[config.mk]
export PLATFORM = sky130hd
export DESIGN_NAME = axi_wdata_drain_flat
export DESIGN_NICKNAME = d
export VERILOG_FILES = /design/src/rtl/axi_wdata_drain_if.sv /design/src/rtl/axi_wdata_drain.sv /design/src/flat_wrapper.sv
export SDC_FILE = /design/constraint.sdc
export NUM_CORES = 1
export LEC_CHECK = 0
export BUFFER_PORTS_ARGS = -buffer_cell sky130_fd_sc_hd__buf_2
export CAP_MARGIN = 20
export CORE_AREA = 2 2 74 76
export CTS_CLUSTER_DIAMETER = 80
export DETAILED_ROUTE_END_ITERATION = 7
export DIE_AREA = 0 0 76 78
export PLACE_DENSITY = 0.78
export SLEW_MARGIN = 20
export SYNTH_ARGS = -nofsm -noshare
export SYNTH_HDL_FRONTEND = slang
export SYNTH_SLANG_ARGS = --single-unit
[constraint.sdc]
create_clock -name i_clk -period 2.25 [get_ports i_clk]
set_input_delay 0.45 -clock i_clk [delete_from_list [all_inputs] [get_ports i_clk]]
set_output_delay 0.45 -clock i_clk [all_outputs]
set_load 0.005 [all_outputs]
[src/rtl/axi_wdata_drain_if.sv]
// Bundle of the command, FIFO-read and AXI4 W channel signals used by
// axi_wdata_drain. The slave modport is the drain's view; the master modport
// is the view of whatever drives commands, owns the FIFO and sinks W beats.
interface axi_wdata_drain_if #(
  parameter int C_AXI_DATA_WIDTH = 32,
  parameter int LGFLEN           = 4
);
  localparam int SW = C_AXI_DATA_WIDTH / 8;

  // command
  logic                        i_cmd_valid;
  logic                        o_cmd_ready;
  logic [7:0]                  i_cmd_len;
  logic [SW-1:0]               i_cmd_last_strb;
  // FIFO read side
  logic                        o_fifo_rd;
  logic [C_AXI_DATA_WIDTH-1:0] i_fifo_data;
  logic                        i_fifo_empty;
  logic [LGFLEN:0]             i_fifo_fill;
  // AXI W channel
  logic                        o_wvalid;
  logic                        i_wready;
  logic [C_AXI_DATA_WIDTH-1:0] o_wdata;
  logic [SW-1:0]               o_wstrb;
  logic                        o_wlast;
  // status
  logic                        o_busy;
  logic                        o_done;

  modport slave (
    input  i_cmd_valid, i_cmd_len, i_cmd_last_strb,
    input  i_fifo_data, i_fifo_empty, i_fifo_fill,
    input  i_wready,
    output o_cmd_ready, o_fifo_rd,
    output o_wvalid, o_wdata, o_wstrb, o_wlast,
    output o_busy, o_done
  );

  modport master (
    output i_cmd_valid, i_cmd_len, i_cmd_last_strb,
    output i_fifo_data, i_fifo_empty, i_fifo_fill,
    output i_wready,
    input  o_cmd_ready, o_fifo_rd,
    input  o_wvalid, o_wdata, o_wstrb, o_wlast,
    input  o_busy, o_done
  );
endinterface

[src/rtl/axi_wdata_drain.sv]
// axi_wdata_drain: pops one burst worth of words from the write-data FIFO and
// drives them onto the AXI4 W channel through a registered output stage.
// Optional macro AXI_WDRAIN_WHOLE_BURST_EN compiles in a WAIT state that holds
// the burst back until the FIFO holds the whole burst (or is full), giving
// bubble-free W beats for bursts that fit in the FIFO.
module axi_wdata_drain #(
  parameter int C_AXI_DATA_WIDTH = 32,
  parameter int LGFLEN           = 4
) (
  input  logic               i_clk,
  input  logic               i_reset,
  axi_wdata_drain_if.slave   bus
);
  localparam int SW    = C_AXI_DATA_WIDTH / 8;
  localparam int DEPTH = 1 << LGFLEN;

  typedef enum logic [1:0] {
    S_IDLE  = 2'd0,
    S_WAIT  = 2'd1,
    S_BURST = 2'd2
  } state_t;

  state_t                      state_q, state_d;
  logic [8:0]                  cnt_q, cnt_d;          // beats still to load, 1..256
  logic [SW-1:0]               last_strb_q, last_strb_d;
  logic                        done_q, done_d;

  logic                        wvalid_q;
  logic [C_AXI_DATA_WIDTH-1:0] wdata_q;
  logic [SW-1:0]               wstrb_q;
  logic                        wlast_q;

  logic                        load;
  logic                        w_hs;

  assign w_hs = wvalid_q && bus.i_wready;

`ifdef AXI_WDRAIN_WHOLE_BURST_EN
  // The counter still holds len+1 while waiting, so it doubles as the burst
  // size for the fill threshold; clamp to the FIFO depth for long bursts.
  logic [8:0] fill_9;
  logic [8:0] thresh;
  assign fill_9 = 9'(bus.i_fifo_fill);
  assign thresh = (cnt_q > 9'(DEPTH)) ? 9'(DEPTH) : cnt_q;
`else
  logic unused_fill;
  assign unused_fill = ^bus.i_fifo_fill;
`endif

  // Next-state logic: command capture, optional fill wait, beat loading.
  always_comb begin
    state_d     = state_q;
    cnt_d       = cnt_q;
    last_strb_d = last_strb_q;
    done_d      = 1'b0;
    load        = 1'b0;
    case (state_q)
      S_IDLE: begin
        if (bus.i_cmd_valid) begin
          cnt_d       = {1'b0, bus.i_cmd_len} + 9'd1;
          last_strb_d = bus.i_cmd_last_strb;
`ifdef AXI_WDRAIN_WHOLE_BURST_EN
          state_d     = S_WAIT;
`else
          state_d     = S_BURST;
`endif
        end
      end
`ifdef AXI_WDRAIN_WHOLE_BURST_EN
      S_WAIT: begin
        if (fill_9 >= thresh) state_d = S_BURST;
      end
`endif
      S_BURST: begin
        // Load the output register whenever it is empty or being drained.
        load = (cnt_q != 9'd0) && !bus.i_fifo_empty && (!wvalid_q || bus.i_wready);
        if (load) cnt_d = cnt_q - 9'd1;
        // The final beat was loaded with cnt==1, so cnt is already 0 here
        // and no load can coincide with the last handshake.
        if (w_hs && wlast_q) begin
          state_d = S_IDLE;
          done_d  = 1'b1;
        end
      end
      default: state_d = S_IDLE;
    endcase
  end

  // Control state register.
  always_ff @(posedge i_clk or posedge i_reset) begin
    if (i_reset) begin
      state_q     <= S_IDLE;
      cnt_q       <= 9'd0;
      last_strb_q <= '0;
      done_q      <= 1'b0;
    end else begin
      state_q     <= state_d;
      cnt_q       <= cnt_d;
      last_strb_q <= last_strb_d;
      done_q      <= done_d;
    end
  end

  // W output stage: holds its beat until accepted, refills on every load.
  always_ff @(posedge i_clk or posedge i_reset) begin
    if (i_reset) begin
      wvalid_q <= 1'b0;
      wdata_q  <= '0;
      wstrb_q  <= '0;
      wlast_q  <= 1'b0;
    end else if (load) begin
      wvalid_q <= 1'b1;
      wdata_q  <= bus.i_fifo_data;
      wlast_q  <= (cnt_q == 9'd1);
      wstrb_q  <= (cnt_q == 9'd1) ? last_strb_q : {SW{1'b1}};
    end else if (w_hs) begin
      wvalid_q <= 1'b0;
    end
  end

  assign bus.o_cmd_ready = (state_q == S_IDLE);
  assign bus.o_busy      = (state_q != S_IDLE);
  assign bus.o_done      = done_q;
  assign bus.o_fifo_rd   = load;
  assign bus.o_wvalid    = wvalid_q;
  assign bus.o_wdata     = wdata_q;
  assign bus.o_wstrb     = wstrb_q;
  assign bus.o_wlast     = wlast_q;
endmodule

[src/flat_wrapper.sv]
// flat-port wrapper written by rule: the top's interface ports become plain ports
module axi_wdata_drain_flat 
#(
  parameter int C_AXI_DATA_WIDTH = 32,
  parameter int LGFLEN           = 4
)
  (i_clk, i_reset, bus_i_cmd_valid, bus_i_cmd_len, bus_i_cmd_last_strb, bus_i_fifo_data, bus_i_fifo_empty, bus_i_fifo_fill, bus_i_wready, bus_o_cmd_ready, bus_o_fifo_rd, bus_o_wvalid, bus_o_wdata, bus_o_wstrb, bus_o_wlast, bus_o_busy, bus_o_done);
  axi_wdata_drain_if #(.C_AXI_DATA_WIDTH(C_AXI_DATA_WIDTH), .LGFLEN(LGFLEN)) bus_i ();
  input  logic i_clk;
  input  logic i_reset;
  input wire logic [$bits(bus_i.i_cmd_valid)-1:0] bus_i_cmd_valid;
  input wire logic [$bits(bus_i.i_cmd_len)-1:0] bus_i_cmd_len;
  input wire logic [$bits(bus_i.i_cmd_last_strb)-1:0] bus_i_cmd_last_strb;
  input wire logic [$bits(bus_i.i_fifo_data)-1:0] bus_i_fifo_data;
  input wire logic [$bits(bus_i.i_fifo_empty)-1:0] bus_i_fifo_empty;
  input wire logic [$bits(bus_i.i_fifo_fill)-1:0] bus_i_fifo_fill;
  input wire logic [$bits(bus_i.i_wready)-1:0] bus_i_wready;
  output wire logic [$bits(bus_i.o_cmd_ready)-1:0] bus_o_cmd_ready;
  output wire logic [$bits(bus_i.o_fifo_rd)-1:0] bus_o_fifo_rd;
  output wire logic [$bits(bus_i.o_wvalid)-1:0] bus_o_wvalid;
  output wire logic [$bits(bus_i.o_wdata)-1:0] bus_o_wdata;
  output wire logic [$bits(bus_i.o_wstrb)-1:0] bus_o_wstrb;
  output wire logic [$bits(bus_i.o_wlast)-1:0] bus_o_wlast;
  output wire logic [$bits(bus_i.o_busy)-1:0] bus_o_busy;
  output wire logic [$bits(bus_i.o_done)-1:0] bus_o_done;
  assign bus_i.i_cmd_valid = bus_i_cmd_valid;
  assign bus_i.i_cmd_len = bus_i_cmd_len;
  assign bus_i.i_cmd_last_strb = bus_i_cmd_last_strb;
  assign bus_i.i_fifo_data = bus_i_fifo_data;
  assign bus_i.i_fifo_empty = bus_i_fifo_empty;
  assign bus_i.i_fifo_fill = bus_i_fifo_fill;
  assign bus_i.i_wready = bus_i_wready;
  assign bus_o_cmd_ready = bus_i.o_cmd_ready;
  assign bus_o_fifo_rd = bus_i.o_fifo_rd;
  assign bus_o_wvalid = bus_i.o_wvalid;
  assign bus_o_wdata = bus_i.o_wdata;
  assign bus_o_wstrb = bus_i.o_wstrb;
  assign bus_o_wlast = bus_i.o_wlast;
  assign bus_o_busy = bus_i.o_busy;
  assign bus_o_done = bus_i.o_done;
  axi_wdata_drain #(.C_AXI_DATA_WIDTH(C_AXI_DATA_WIDTH), .LGFLEN(LGFLEN)) u_core (.i_clk(i_clk), .i_reset(i_reset), .bus(bus_i));
endmodule
==> results of run 1 <==
## timing repair
| item | 4_1_cts | 5_1_grt |
|---|---|---|
| endpoints found under the setup margin | 0 | 1 |
| gates resized for setup | 0 | 0 |
| buffers inserted | 0 | 2 |
| hold buffers | 0 | 0 |
## placed cells by master (no fill, tap or decap), types with 4 or more instances in the layout
| master | Yosys | routed |
|---|---|---|
| buf_2 | 4 | 90 |
| o22a_1 | 4 | 4 |
| nand2_1 | 120 | 120 |
| ha_1 | 4 | 4 |
| clkbuf_8 | 0 | 5 |
| nor2_1 | 9 | 9 |
| inv_1 | 5 | 4 |
| dfrtp_1 | 53 | 53 |
| nand3_1 | 8 | 8 |
| xnor2_1 | 5 | 5 |
| buf_4 | 1 | 9 |
## power by group
group          total [mW]  internal, mW  switching (mW)
clock network       0.645         0.334           0.312
logic               0.583         0.276           0.308
registers            1.27          1.12           0.144
total                2.50          1.73           0.763
## worst max-delay path, delay by kind of cell, from the launching register on
family,cells,cell delay [ps]
AND/OR/NAND/NOR,3,450
flip-flops,1,430
buffers and inverters,3,320
adder cells (fa/ha/maj),1,160
## registers in the layout, indices dropped and copies added (netlist names)
signal	flops
u_core.bus.o_wdata	32
u_core.cnt_q	9
u_core.bus.o_wstrb	4
u_core.last_strb_q	4
u_core.bus.o_done	1
u_core.bus.o_wlast	1
u_core.bus.o_wvalid	1
u_core.state_q	1
## routing by layer
layer,global-route usage,up-vias,part of all wire
met5,0,-,0
met4,0.0691,0,0.014
met3,0.0337,7,0.053
met2,0.334,80,0.50
met1,0.245,982,0.43
li1,-,1030,-
## kinds of logic after synthesis
kind of cell	Yosys count	synth area share
compound gates	21	0.0698
xor+xnor	8	0.0292
fa+ha+maj	4	0.0208
buf+inv	16	0.0417
flops	53	0.552
simple gates	158	0.286
## cell usage after synthesis (4+ instances only)
| master | instances | area share |
|---|---|---|
| nand2_1 | 120 | 0.19 |
| inv_1 | 5 | 0.0078 |
| dfrtp_1 | 53 | 0.55 |
| ha_1 | 4 | 0.021 |
| o22a_1 | 4 | 0.015 |
| xnor2_1 | 5 | 0.018 |
| buf_2 | 4 | 0.0083 |
| buf_6 | 4 | 0.019 |
| nor2_1 | 9 | 0.014 |
| nand3_1 | 8 | 0.017 |
## how the worst max path moves through the flow
stage	startpoint	end	slack, ps	depth (start not counted)
after floorplan	u_core.cnt_q[0]$_DFFE_PP0P_	bus_o_fifo_rd	390	8
after global placement	bus_i_fifo_empty	u_core.cnt_q[3]$_DFFE_PP0P_	400	6
after detailed placement	u_core.cnt_q[0]$_DFFE_PP0P_	u_core.cnt_q[1]$_DFFE_PP0P_	350	8
after CTS	u_core.cnt_q[0]$_DFFE_PP0P_	bus_o_fifo_rd	60	7
after global routing	u_core.cnt_q[1]$_DFFE_PP0P_	bus_o_fifo_rd	-4	7
final	u_core.cnt_q[0]$_DFFE_PP0P_	bus_o_fifo_rd	130	7
## stage by stage
stage / total power [mW] / setup slack (ps) / instances / hold WS [ps] / TNS [ps]
finish: 2.50 / 132 / 427 / 143 / 0
global route: 2.65 / -4.17 / 427 / 184 / -4.17
CTS: 2.52 / 57.6 / 425 / 156 / 0
detailed placement: 1.87 / 353 / 417 / 457 / 0
global placement: 1.84 / 403 / 417 / 452 / 0
floorplan: 1.63 / 390 / 260 / 447 / 0
## area by class of cell
cell class	count	area, um^2	share of cell area
clock buffers	5	68.8	0.0226
clock inverters	3	43.8	0.0144
inverters	6	22.5	0.00740
multi-input cells	191	975	0.320
flip-flops and latches	53	1330	0.436
well taps	70	87.6	0.0288
repair buffers	99	518	0.170
==> results.sh, run 1 <==
export IMPL_finClkSkew_ps=6.76
export IMPL_cp_max_fo=6
export IMPL_criticalPathCategory="reg2out"
export IMPL_grt_max_degree=36
export IMPL_final_hold_viol_count=0
export IMPL_ant_nets=0
export IMPL_reg2reg_depth=8
export IMPL_setup_violations=0
export IMPL_layout_nets=414
export IMPL_power_leakage_nw=1.63
export IMPL_ios=96
export IMPL_dr_pass1_iters=5
export IMPL_relSlewSlack=0.690
export IMPL_clk_latency_ps=300
export IMPL_grt_use_total=0.193
export IMPL_ys_async_sr_fraction=1.00
export IMPL_startpoint_type="register"
export IMPL_clkSinkCount=53
export IMPL_drt_iter0_drc=94
export IMPL_rr_startpoint="u_core.cnt_q[0]$_DFFE_PP0P_"
export IMPL_dieArea_um2=5930
export IMPL_grt_pass1_wl_um=9250
export IMPL_syn2layout_area_growth_pct=26.7
export IMPL_max_cap_violations=0
export IMPL_gp_congestion=0.882
export IMPL_outcome="completed"
export IMPL_die_h_um=78
export IMPL_synth_area_per_cell_um2=9.23
export IMPL_worstMarginPinSlew_ps=464
export IMPL_clk_pin_slew_ps=100
export IMPL_portBuffers=90
export IMPL_htreeDepth=2
export IMPL_netlist_area_um2=2400
export IMPL_clk_path_buf_depth=2
export IMPL_fin_area_um2=3040
export IMPL_finalCoreUtilization=0.603
export IMPL_path_cells="inv_1 > ha_1 > nor2b_1 > nand3_2 > nand2_4 > inv_2 > buf_2"
export IMPL_die_x_um=76
export IMPL_cp_arrival_ps=1670
export IMPL_via_per_inst=4.92
export IMPL_antenna_found_initial=0
export IMPL_synthCells=260
export IMPL_drc=0
export IMPL_rr_endpoint="u_core.cnt_q[5]$_DFFE_PP0P_"
export IMPL_cts_buffers_inserted=5
export IMPL_routedWlPerCell_um=12.7
export IMPL_routed_wl_um=5430
export IMPL_vdd_drop_max_v=0.000520
export IMPL_syn_num_nets=318
export IMPL_start_util=0.476
export IMPL_nFillCells=447
export IMPL_cts_root_buf="clkbuf_8"
export IMPL_holdCritPathClass="in2async"
export IMPL_num_rows=26
export IMPL_drv_slew=0
export IMPL_ys_flop_type="dfrtp_1"
export IMPL_pwr_density_cell_nw_per_um2=820
export IMPL_fmax_ghz=0.472
export IMPL_synth_seq_area_share=0.552
export IMPL_synth_edf_count=0
export IMPL_synth_distinct_cells=43
export IMPL_place_area_um2=2910
export IMPL_required_ps=1800
export IMPL_grt_pass1_vias=2040
export IMPL_coreArea_um2=5040
export IMPL_overflow=0
export IMPL_vias=2099
export IMPL_diodes=0
export IMPL_critical_path_max_stage_delay_ps=430
export IMPL_slowest_stage="dfrtp_1"
export IMPL_min_period_ps=2120
export IMPL_cp_end_kind="output pin"
export IMPL_finalCritPeriodShare=0.942
export IMPL_ys_seq_elements=53
export IMPL_drive_gt1_frac=0.322
export IMPL_synth_warning_count=0
export IMPL_cts_tree="yes"
export IMPL_r2r_slack_ps=340
export IMPL_hpwl_um=4120
Power figures use the tool's default switching activity.
==> inputs of run 2 (changes only) <==
- CORE_AREA: 2 2 74 76 -> 2 2 71 73
- DIE_AREA: 0 0 76 78 -> 0 0 73 75
- PLACE_DENSITY: 0.78 -> 0.84
- clock period: 2.25 -> 2.6 ns (I/O delays scaled with it)
==> run 2 against run 1 <==
Compared with the run above:
- first-iteration DRC count down 21%
- cell count down 5.2%
- combinational power down 15%
- non-clock buffer count down 5
- largest power group unchanged
- register-to-register slack better by 290 ps
- via count down 2.4%
- count of clock-buffer cells in the layout up 1
- die area down 7.6%
- total power down 18%
- core utilization up 3.2 points
- critical path depth down 2
- worst setup slack better by 130 ps
==> results.sh, run 2 (synthesis results as in run 1) <==
export IMPL_outcome="completed"
export IMPL_slowest_stage="dfrtp_1"
export IMPL_holdCritPathClass="in2async"
export IMPL_syn2layout_area_growth_pct=23.3
export IMPL_portBuffers=90
export IMPL_drc=0
export IMPL_overflow=0
export IMPL_htreeDepth=2
export IMPL_drive_gt1_frac=0.311
export IMPL_via_per_inst=5.06
export IMPL_place_inst=398
export IMPL_grt_use_total=0.183
export IMPL_num_rows=25
export IMPL_internal_power_mw=1.42
export IMPL_drv_slew=0
export IMPL_cts_resized=0
export IMPL_vdd_drop_max_v=0.000570
export IMPL_coreArea_um2=4660
export IMPL_setup_tns_ps=0
export IMPL_grt_max_degree=36
export IMPL_vias=2049
export IMPL_ant_nets=0
export IMPL_required_ps=2080
export IMPL_min_period_ps=2340
export IMPL_finalCritPeriodShare=0.899
export IMPL_postCtsSetupBuffers=0
export IMPL_cp_arrival_ps=1820
export IMPL_layout_nets=409
export IMPL_ctsHoldBuffers=0
export IMPL_cts_buffers_inserted=5
export IMPL_die_h_um=75
export IMPL_gp_congestion=0.916
export IMPL_final_cell_mix="nand2_1 (120), buf_2 (90), dfrtp_1 (53), nor2_1 (9), nand3_1 (8)"
export IMPL_diodes=0
export IMPL_clk_path_buf_depth=2
export IMPL_p_comb_frac=0.242
export IMPL_drt_iter0_drc=74
export IMPL_max_cap_violations=0
export IMPL_setup_violations=0
export IMPL_switchingPower_uw=624
export IMPL_worstMarginPinSlew_ps=611
export IMPL_relSlewSlack=0.592
export IMPL_hpwl_um=3800
export IMPL_cp_max_fo=13
export IMPL_power_frac_clock=0.223
export IMPL_die_x_um=73
export IMPL_largest_reg_flops=32
export IMPL_dr_pass1_iters=4
export IMPL_fmax_ghz=0.428
export IMPL_final_common_cell="nand2_1"
export IMPL_final_hold_viol_count=0
export IMPL_ios=96
export IMPL_antenna_found_initial=0
export IMPL_rsz0062_at_grt="false"
export IMPL_final_instance_count_excl_fill=405
export IMPL_cp_end_kind="output pin"
export IMPL_clkSinkCount=53
export IMPL_grt_pass1_wl_um=7820
export IMPL_critical_path_max_stage_delay_ps=620
export IMPL_reg2reg_depth=7
export IMPL_seqPwrFrac=0.536
export IMPL_pwr_density_cell_nw_per_um2=689
export IMPL_startpoint_type="register"
export IMPL_swShare=0.305
export IMPL_cts_root_buf="clkbuf_8"
export IMPL_routedWlPerCell_um=12.3
export IMPL_cts_tree="yes"
export IMPL_routed_wl_um=4980
export IMPL_criticalPathCategory="reg2out"
export IMPL_power_leakage_nw=1.59
export IMPL_clk_pin_slew_ps=90
export IMPL_path_cells="and2b_1 > and2_1 > nand2_4 > inv_2 > buf_2"
export IMPL_finClkSkew_ps=4.82
export IMPL_grt_pass1_vias=1838
export IMPL_dieArea_um2=5480
export IMPL_clk_latency_ps=290
export IMPL_start_util=0.515
-- run 2: cell count changes in the layout (fill, tap and decap cells not counted) --
cell / before / now
buf_4: 9 / 4
bufinv_16: 1 / 0
clkbuf_8: 5 / 6
clkinv_2: 1 / 0
clkinvlp_4: 0 / 1
inv_6: 1 / 0
-- run 2: cell type report --
class	count	area [um^2]
inverter	6	22.5
tap	54	67.6
timing repair buffer	94	480
clock inverter	1	7.51
multi-input combinational	191	975
sequential	53	1330
fill	401	1700
clock buffer	6	82.6
-- run 2: critical path, delay by kind of cell, from the launching register on --
family | cells | cell delay (ps)
buf+inv | 2 | 300
flops | 1 | 620
simple gates | 3 | 600
-- run 2: path summary, 6_finish.rpt --
check	startpoint	end	slack, ps
max	u_core.state_q[1]$_DFFE_PP0P_	bus_o_fifo_rd	260
min	i_reset	u_core.bus.o_wdata[22]$_DFFE_PP0P_	150
max reg2reg	u_core.state_q[1]$_DFFE_PP0P_	u_core.bus.o_wdata[30]$_DFFE_PP0P_	630
min reg2reg	u_core.bus.o_wdata[14]$_DFFE_PP0P_	u_core.bus.o_wdata[14]$_DFFE_PP0P_	480
max in group asynchronous	i_reset	u_core.bus.o_wvalid$_DFFE_PP0P_	1880
min in group i_clk	bus_i_fifo_data[25]	u_core.bus.o_wdata[25]$_DFFE_PP0P_	410
-- run 2: per-layer routing --
| metal | GRT usage | vias up | wire length, um |
|---|---|---|---|
| met5 | 0 | - | 0 |
| met3 | 0.0602 | 4 | 359 |
| met2 | 0.310 | 86 | 2340 |
| met4 | 0.0350 | 0 | 21 |
| li1 | - | 1020 | - |
| met1 | 0.232 | 939 | 2270 |
-- run 2: power by group through the flow --
stage | Combinational, mW | Clock (mW) | Sequential (mW)
2_1_floorplan | 0.315 | 0 | 1.10
3_3_place_gp | 0.480 | 0 | 1.10
3_5_place_dp | 0.499 | 0 | 1.11
4_1_cts | 0.500 | 0.473 | 1.09
5_1_grt | 0.565 | 0.502 | 1.11
6_report | 0.494 | 0.454 | 1.09
-- run 2: through the flow --
step	util	power (mW)	hold slack, ps	worst slack (ps)	cell area (um^2)
detailed placement	0.616	1.61	457	599	2870
global placement	0.616	1.58	453	606	2870
global route	0.635	2.18	155	167	2960
floorplan	-	1.41	447	670	2400
CTS	0.635	2.07	144	287	2960
finish	0.635	2.04	146	263	2960
==> inputs of run 3 (changes only) <==
- PLACE_DENSITY: 0.84 -> 0.81
- SLEW_MARGIN: 20 -> unset
==> run 3 against run 2 <==
Compared with the run above:
- cell count up 0.25%
- sequential share of layout area up 0.057 points
- global-route usage rose by 0.53 points
- total power fell by 0.24%
- first-iteration DRC count decreased by 1.4%
- core utilization fell by 0.081 points
- critical path type unchanged
==> results.sh, run 3 (synthesis results as in run 1) <==
export IMPL_cts_buffers_inserted=5
export IMPL_start_util=0.515
export IMPL_worstMarginPinSlew_ps=645
export IMPL_num_rows=25
export IMPL_ant_nets=0
export IMPL_seq_area_um2=1330
export IMPL_hpwl_um=3750
export IMPL_die_x_um=73
export IMPL_syn2layout_area_growth_pct=23.2
export IMPL_antenna_found_initial=0
export IMPL_fmax_ghz=0.441
export IMPL_clk_latency_ps=300
export IMPL_finalCritPeriodShare=0.872
export IMPL_routed_wl_um=5090
export IMPL_nFillCells=406
export IMPL_final_hold_viol_count=0
export IMPL_cp_end_kind="output pin"
export IMPL_criticalPathCategory="reg2out"
export IMPL_vias=2029
export IMPL_holdCritPathClass="in2async"
export IMPL_drt_iter0_drc=73
export IMPL_coreArea_um2=4660
export IMPL_postCtsSetupBuffers=0
export IMPL_outcome="completed"
export IMPL_clk_path_buf_depth=2
export IMPL_cts_root_buf="clkbuf_8"
export IMPL_dieArea_um2=5480
export IMPL_dr_pass1_iters=5
export IMPL_htreeDepth=2
export IMPL_min_period_ps=2270
export IMPL_rsz0062_at_grt="false"
export IMPL_slowest_stage="dfrtp_1"
export IMPL_vdd_drop_max_v=0.000464
export IMPL_clkSinkCount=53
export IMPL_cp_arrival_ps=1750
export IMPL_ctsHoldBuffers=0
export IMPL_largest_reg_flops=32
export IMPL_drv_slew=0
export IMPL_drive_gt1_frac=0.310
export IMPL_portBuffers=90
export IMPL_max_cap_violations=0
export IMPL_via_per_inst=5.00
export IMPL_finalCoreUtilization=0.635
export IMPL_setup_tns_ps=0
export IMPL_clk_pin_slew_ps=90
export IMPL_relSlewSlack=0.570
export IMPL_grt_use_total=0.188
export IMPL_finClkSkew_ps=7.09
export IMPL_ios=96
export IMPL_final_cell_mix="nand2_1 (120), buf_2 (90), dfrtp_1 (53), nor2_1 (9), nand3_1 (8)"
export IMPL_drc=0
export IMPL_required_ps=2080
export IMPL_cp_max_fo=10
export IMPL_cts_resized=0
export IMPL_crit_buf_inv=3
export IMPL_grt_max_degree=54
export IMPL_startpoint_type="register"
export IMPL_overflow=0
export IMPL_pwr_density_cell_nw_per_um2=689
export IMPL_critical_path_max_stage_delay_ps=430
export IMPL_grt_pass1_wl_um=7960
export IMPL_setup_violations=0
export IMPL_layout_nets=409
export IMPL_routedWlPerCell_um=12.5
export IMPL_grt_pass1_vias=1814
export IMPL_multi_input_area_um2=975
export IMPL_final_common_cell="nand2_1"
export IMPL_diodes=0
export IMPL_die_h_um=75
export IMPL_cts_tree="yes"
export IMPL_gp_congestion=0.888
export IMPL_path_cells="inv_1 > ha_1 > nor2b_1 > nand3_2 > nand2_4 > inv_2 > buf_2"
export IMPL_critPathTopFamily="simple AND/OR/NAND/NOR gates"
export IMPL_power_leakage_nw=1.60
-- run 3: changes by cell type in the layout (fill, tap and decap cells not counted), sizes merged --
cell / change
clkinv: +1
clkinvlp: -1
inv: +1
-- run 3: area by class of cell --
cell class,count,share of cell area
repair buffers,94,0.162
multi-input cells,191,0.330
clock inverters,2,0.00465
flip-flops and latches,53,0.448
inverters,6,0.00761
clock buffers,6,0.0245
well taps,54,0.0228
-- run 3: layer usage --
metal  share of wire  track usage  up-vias
met3           0.055       0.0442       11
met2            0.48        0.310       65
li1                -            -     1026
met5               0            0        -
met4           0.018       0.0761        0
met1            0.44        0.241      927
-- run 3: worst register-to-register path: stages, from the launching register on --
cell and delay [ps]:
dfrtp_1 430, inv_1 120, ha_1 170, nor2b_1 190, nand3_2 180, nand2_4 120
buf_4 320, nand2_1 100, a31oi_1 160
-- run 3: final timing paths --
check	cells after the start	from	to	slack, ps
min in group i_clk	3	bus_i_fifo_data[27]	u_core.bus.o_wdata[27]$_DFFE_PP0P_	400
max in group asynchronous	3	i_reset	u_core.cnt_q[0]$_DFFE_PP0P_	1790
max reg2reg	8	u_core.cnt_q[0]$_DFFE_PP0P_	u_core.cnt_q[1]$_DFFE_PP0P_	740
max	7	u_core.cnt_q[0]$_DFFE_PP0P_	bus_o_fifo_rd	330
min reg2reg	2	u_core.bus.o_wdata[14]$_DFFE_PP0P_	u_core.bus.o_wdata[14]$_DFFE_PP0P_	470
min	3	i_reset	u_core.bus.o_wdata[27]$_DFFE_PP0P_	380
-- run 3: stage by stage --
step                cell area (um^2)  instances  worst slack [ps]  hold WS [ps]  total power [mW]
global placement                2870        398               568           452              1.59
floorplan                       2400        260               670           447              1.41
CTS                             2960        406               304           389              2.07
finish                          2960        406               334           377              2.04
global route                    2960        406               186           391              2.18
detailed placement              2870        398               559           457              1.61
-- run 3: power by group --
group / switching (mW) / leakage [nW] / internal [mW] / total, mW
combinational: 0.259 / 0.917 / 0.234 / 0.493
sequential: 0.122 / 0.633 / 0.972 / 1.09
clock: 0.257 / 0.0456 / 0.192 / 0.449
total: 0.638 / 1.60 / 1.40 / 2.04
